[config.mk]
export PLATFORM = sky130hd
export DESIGN_NAME = io_rx_stream_writer
export DESIGN_NICKNAME = d
export VERILOG_FILES = /design/src/rtl/io_rx_stream_writer.sv
export SDC_FILE = /design/constraint.sdc
export NUM_CORES = 1
export LEC_CHECK = 0
export BUFFER_PORTS_ARGS = -buffer_cell sky130_fd_sc_hd__buf_4
export CAP_MARGIN = 25
export CORE_ASPECT_RATIO = 0.9
export CORE_MARGIN = 2
export CORE_UTILIZATION = 40
export CTS_CLUSTER_SIZE = 14
export DETAILED_ROUTE_END_ITERATION = 6
export GPL_TIMING_DRIVEN = 1
export SETUP_SLACK_MARGIN = 0.3
export SYNTH_ARGS = -nofsm -noshare
export SYNTH_HDL_FRONTEND = slang
export SYNTH_SLANG_ARGS = --single-unit
export TNS_END_PERCENT = 1
[constraint.sdc]
create_clock -name clk -period 2.5 [get_ports clk]
set_input_delay 0.5 -clock clk [delete_from_list [all_inputs] [get_ports clk]]
set_output_delay 0.5 -clock clk [all_outputs]
set_load 0.01 [all_outputs]
[src/rtl/io_rx_stream_writer.sv]
// io_rx_stream_writer
// Streaming image loader: accepts pixel beats over a valid/ready handshake
// and writes each one into the image SRAM in raster order, channel fastest.
// A frame is started with start (dimensions latched at that moment),
// cancelled with abort, and completion is signalled by a one-cycle done.
//
// Ports:
//   clk, rstn           clock, asynchronous active-low reset
//   start, abort        frame control (abort wins over start)
//   nrows, ncols        last row / column index of the frame
//   s_valid, s_data     input stream beat
//   s_ready             writer accepts a beat this cycle
//   busy                frame in progress
//   done                one-cycle pulse alongside the final SRAM write
//   overflow            sticky: a beat was offered while idle and dropped
//   sram_*              image SRAM write port (one cycle after accept)
module io_rx_stream_writer #(
    parameter int DATA_W = 8,
    parameter int ROW_W  = 8,
    parameter int COL_W  = 8,
    parameter int NCH    = 1,
    localparam int CH_W  = (NCH > 1) ? $clog2(NCH) : 1
) (
    input  logic              clk,
    input  logic              rstn,
    input  logic              start,
    input  logic              abort,
    input  logic [ROW_W-1:0]  nrows,
    input  logic [COL_W-1:0]  ncols,
    input  logic              s_valid,
    input  logic [DATA_W-1:0] s_data,
    output logic              s_ready,
    output logic              busy,
    output logic              done,
    output logic              overflow,
    output logic              sram_sense_en,
    output logic              sram_we,
    output logic [ROW_W-1:0]  sram_row,
    output logic [COL_W-1:0]  sram_col,
    output logic [CH_W-1:0]   sram_ch,
    output logic [DATA_W-1:0] sram_din
);

    typedef enum logic [1:0] {
        ST_IDLE = 2'd0,
        ST_RUN  = 2'd1,
        ST_LAST = 2'd2
    } state_t;

    localparam logic [CH_W-1:0] CH_LAST = CH_W'(NCH - 1);

    state_t              state_r;
    state_t              state_s;
    logic [ROW_W-1:0]    nrows_r;
    logic [COL_W-1:0]    ncols_r;
    logic [ROW_W-1:0]    row_r;
    logic [COL_W-1:0]    col_r;
    logic [CH_W-1:0]     ch_r;
    logic                s_ready_r;
    logic                busy_r;
    logic                done_r;
    logic                overflow_r;
    logic                we_r;
    logic [ROW_W-1:0]    wrow_r;
    logic [COL_W-1:0]    wcol_r;
    logic [CH_W-1:0]     wch_r;
    logic [DATA_W-1:0]   wdin_r;
    logic                accept_s;
    logic                final_s;
    logic                launch_s;

    // Handshake decode and next-state selection.
    always_comb begin
        accept_s = s_valid && s_ready_r;
        final_s  = accept_s && (ch_r == CH_LAST) && (col_r == ncols_r) && (row_r == nrows_r);
        launch_s = (state_r == ST_IDLE) && start && !abort;
        state_s  = state_r;
        case (state_r)
            ST_IDLE: begin
                if (launch_s) begin
                    state_s = ST_RUN;
                end else begin
                    state_s = ST_IDLE;
                end
            end
            ST_RUN: begin
                if (abort) begin
                    state_s = ST_IDLE;
                end else if (final_s) begin
                    state_s = ST_LAST;
                end else begin
                    state_s = ST_RUN;
                end
            end
            ST_LAST: begin
                state_s = ST_IDLE;
            end
            default: begin
                state_s = ST_IDLE;
            end
        endcase
    end

    // State register and status outputs, registered from the next state.
    always_ff @(posedge clk or negedge rstn) begin
        if (!rstn) begin
            state_r    <= ST_IDLE;
            s_ready_r  <= 1'b0;
            busy_r     <= 1'b0;
            done_r     <= 1'b0;
            overflow_r <= 1'b0;
        end else begin
            state_r   <= state_s;
            s_ready_r <= (state_s == ST_RUN);
            busy_r    <= (state_s != ST_IDLE);
            // An aborted final beat is still written but never reported as done.
            done_r    <= final_s && !abort;
            if (launch_s) begin
                overflow_r <= 1'b0;
            end else if ((state_r == ST_IDLE) && s_valid) begin
                overflow_r <= 1'b1;
            end
        end
    end

    // Frame dimension latch and raster address counters.
    always_ff @(posedge clk or negedge rstn) begin
        if (!rstn) begin
            nrows_r <= '0;
            ncols_r <= '0;
            row_r   <= '0;
            col_r   <= '0;
            ch_r    <= '0;
        end else if (abort) begin
            row_r <= '0;
            col_r <= '0;
            ch_r  <= '0;
        end else if (launch_s) begin
            nrows_r <= nrows;
            ncols_r <= ncols;
            row_r   <= '0;
            col_r   <= '0;
            ch_r    <= '0;
        end else if (accept_s) begin
            // Equality on last indices lets full-range dimensions wrap cleanly.
            if (ch_r == CH_LAST) begin
                ch_r <= '0;
                if (col_r == ncols_r) begin
                    col_r <= '0;
                    row_r <= row_r + ROW_W'(1);
                end else begin
                    col_r <= col_r + COL_W'(1);
                end
            end else begin
                ch_r <= ch_r + CH_W'(1);
            end
        end
    end

    // Write stage: an accepted beat is presented to the SRAM for exactly one cycle.
    always_ff @(posedge clk or negedge rstn) begin
        if (!rstn) begin
            we_r   <= 1'b0;
            wrow_r <= '0;
            wcol_r <= '0;
            wch_r  <= '0;
            wdin_r <= '0;
        end else begin
            we_r <= accept_s;
            if (accept_s) begin
                wrow_r <= row_r;
                wcol_r <= col_r;
                wch_r  <= ch_r;
                wdin_r <= s_data;
            end
        end
    end

    assign s_ready       = s_ready_r;
    assign busy          = busy_r;
    assign done          = done_r;
    assign overflow      = overflow_r;
    assign sram_sense_en = 1'b1;
    assign sram_we       = we_r;
    assign sram_row      = wrow_r;
    assign sram_col      = wcol_r;
    assign sram_ch       = wch_r;
    assign sram_din      = wdin_r;

endmodule
==> flow_metrics.env <==
export IMPL_synth_top_family_by_area="simple AND/OR/NAND/NOR gates"
export IMPL_place_congestion=0.778
export IMPL_clock_pin_slew_on_the_worst_setup_and_hold_paths_ns=0.06
export IMPL_final_hold_worst_slack_ns=0.243
export IMPL_drv_max_cap_violation_count=0
export IMPL_critPathArrivalTime_ns=2.33
export IMPL_layout_commonest_cell="nand2_1"
export IMPL_reg2reg_setup_slack_ns=0.43
export IMPL_drt_pre_antenna_iters=5
export IMPL_detail_route_vias_per_cell=4.74
export IMPL_synth_seq_area_share=0.557
export IMPL_worst_path_max_fanout=16
export IMPL_cts_tree="done"
export IMPL_critical_path_max_stage_delay_ns=0.56
export IMPL_floorplan_core_area_um2=6970
export IMPL_post_cts_setup_buffers=0
export IMPL_register_area_um2=1580
export IMPL_p_leak_uw=0.00166
export IMPL_routed_wl_um=5720
export IMPL_rows=29
export IMPL_area_of_combinational_cells_with_multiple_inputs_um2=1150
export IMPL_grtUsageTotal=0.157
export IMPL_post_synth_and_or_nand_nor_area_fraction=0.204
export IMPL_vias=2057
export IMPL_die_y_um=83.8
export IMPL_fmaxAchievable_ghz=0.483
export IMPL_tritoncts_num_buffers=9
export IMPL_worstSetupStartpointType="flip-flop"
export IMPL_synth_top_cell_by_area="dfrtp_1"
export IMPL_synth_xor_area_frac=0.0672
export IMPL_ff2ff_path_depth=5
export IMPL_setup_viol=0
export IMPL_insertedDiodeCount=0
export IMPL_postSynthNetCount=314
export IMPL_global_route_wire_length_before_repair_um=9490
export IMPL_clock_path_buffers=2
export IMPL_grt_remaining_overflow=0
export IMPL_clock_tree_htree_level_count=3
export IMPL_wl_per_cell_um=13.2
export IMPL_floorplan_die_area_um2=7760
export IMPL_num_nets_final=370
export IMPL_layout_min_cycle_time_ns=2.07
export IMPL_synthMuxAreaShare=0.0708
export IMPL_timing_worst_slew_pin_value_ns=0.780
export IMPL_rsz0062_at_grt="no"
export IMPL_flow_area_growth_from_synthesis_pct=23.5
export IMPL_post_cts_resized_instances=0
export IMPL_syn_cell_area_um2=2830
export IMPL_start_util=0.406
export IMPL_ys_warn_count=0
export IMPL_worst_clock_skew_ns=0.00708
export IMPL_die_width_um=92.6
export IMPL_synth_distinct_cells=33
export IMPL_synth_top_area_share=0.557
export IMPL_clock_root_buffer="clkbuf_8"
export IMPL_critical_setup_path_kind="reg -> reg"
export IMPL_ff_to_ff_start="col_r[4]$_DFFE_PN0P_"
export IMPL_skew_pair_late_insertion_delay_ns=0.34
export IMPL_grt_start_max_net_pins=64
export IMPL_irDropWorstVdd_mv=0.338
export IMPL_synth_ff_latch_count=63
export IMPL_final_setup_tns_ns=0
export IMPL_io_pins=60
export IMPL_postCtsHoldBufs=0
export IMPL_avgSynthCellArea_um2=10.0
export IMPL_synth_top_cells_by_area="dfrtp_1, nand2_1, mux2_2"
export IMPL_detailed_place_hpwl_um=3930
export IMPL_cts_sink_count=63
export IMPL_run_status="finished clean"
export IMPL_crit_path_end_kind="flip-flop"
export IMPL_hold_class="in -> async"
export IMPL_post_synthesis_compound_gate_area_fraction=0.0504
export IMPL_initialDrtViolationCount=80
export IMPL_route_detailed_drc=0
export IMPL_antenna_violating_nets_post_route=0
export IMPL_drive_gt1_frac=0.279
export IMPL_grt_antenna_before_repair=0
export IMPL_layout_filler_cells=672
export IMPL_vias_in_the_first_global_route=1970
export IMPL_hold_viol=0
export IMPL_slew_violations=0
export IMPL_reg2reg_to="row_r[4]$_DFFE_PN0P_"
export IMPL_cp_required_ns=2.76
export IMPL_mostFrequentLayoutCells="nand2_1, dfrtp_1, buf_4"
export IMPL_path_cells="xnor2_2 > nand4_1 > or2_1 > or4_1 > a21oi_1"
export IMPL_buffer_ports_inserted=57
export IMPL_power_per_cell_area_nw_per_um2=637
export IMPL_synthAdderAreaFrac=0.00885
export IMPL_cp_slowest_cell="or4_1"
export IMPL_slew_limit_headroom=0.480
export IMPL_final_period_utilization=0.828
export IMPL_synth_cells=283
sequential cells by signal (all words and copies together) (netlist names):
| signal | cells |
|---|---|
| ncols_r | 8 |
| overflow | 1 |
| state_r | 2 |
| busy | 1 |
| sram_we | 1 |
| sram_row | 8 |
| sram_col | 8 |
| sram_din | 8 |
| nrows_r | 8 |
| done | 1 |
| col_r | 8 |
| row_r | 8 |
| s_ready | 1 |
worst max-delay path by stage:
stage | start | end | slack [ns] | depth (start not counted)
global placement | col_r[2]$_DFFE_PN0P_ | s_ready$_DFF_PN0_ | 0.42 | 5
CTS | col_r[4]$_DFFE_PN0P_ | s_ready$_DFF_PN0_ | 0.30 | 5
detailed placement | col_r[4]$_DFFE_PN0P_ | s_ready$_DFF_PN0_ | 0.32 | 5
global route | col_r[6]$_DFFE_PN0P_ | state_r[0]$_DFF_PN0_ | 0.31 | 5
floorplan | col_r[4]$_DFFE_PN0P_ | row_r[4]$_DFFE_PN0P_ | 0.70 | 7
finish | col_r[4]$_DFFE_PN0P_ | row_r[4]$_DFFE_PN0P_ | 0.43 | 5
routing by layer:
layer,vias up,routed length (µm),track usage
met1,972,2810,0.220
met5,-,0,0
met2,47,2600,0.228
li1,1030,-,-
met3,8,227,0.0542
met4,0,81,0.0561
critical path: cells and delay by family (launching register included):
kind | cells | cell delay [ns]
AND/OR/NAND/NOR | 3 | 1.17
AO/OA/AOI/OAI | 1 | 0.15
XOR/XNOR | 1 | 0.18
flip-flops | 1 | 0.48
per-stage QoR:
| step | cells | utilization | setup WS (ns) | total power (µW) | cell area, µm² |
|---|---|---|---|---|---|
| 6_report | 434 | 0.501 | 0.431 | 2230 | 3490 |
| 5_1_grt | 434 | 0.501 | 0.306 | 2350 | 3490 |
| 4_1_cts | 434 | 0.501 | 0.305 | 2260 | 3490 |
| 3_5_place_dp | 421 | 0.476 | 0.320 | 1470 | 3320 |
| 3_3_place_gp | 421 | 0.476 | 0.425 | 1470 | 3320 |
| 2_1_floorplan | 283 | - | 0.702 | 1330 | 2830 |
area by class of cell:
type	instances	area share
repair buffers	63	0.135
clock inverters	1	0.00143
multi-input cells	200	0.329
clock buffers	12	0.0473
flip-flops and latches	63	0.451
inverters	2	0.00215
well taps	93	0.0333
power by group:
group / internal (µW) / switching [µW] / total [µW]
clock: 423 / 358 / 781
sequential: 1100 / 52.8 / 1150
combinational: 161 / 131 / 292
cell families after synthesis:
kind of cell,count (synthesis)
AO/OA/AOI/OAI,25
XOR/XNOR,20
adder cells (fa/ha/maj),2
buffers and inverters,20
flip-flops,63
multiplexers,18
other,2
AND/OR/NAND/NOR,133
synth_stat cells:
cell type / number
mux2i_1: 2
nand2b_1: 2
or4_1: 2
ha_1: 2
nor4_1: 3
xnor2_1: 18
nand4_1: 6
or2_1: 1
clkbuf_1: 10
inv_1: 2
buf_4: 2
xnor2_2: 2
nor2b_1: 2
nor3_1: 6
clkbuf_2: 1
a21oi_1: 11
nand3_1: 6
buf_2: 2
a211oi_1: 2
mux2_2: 16
and3_1: 2
nand2_1: 89
conb_1: 2
and2_1: 2
a21boi_0: 2
o21ai_0: 7
dfrtp_1: 63
o31ai_1: 1
nor3b_1: 1
or3_1: 3
nor2_1: 8
buf_6: 3
o21a_1: 2
(Power assumes the default switching activity.)
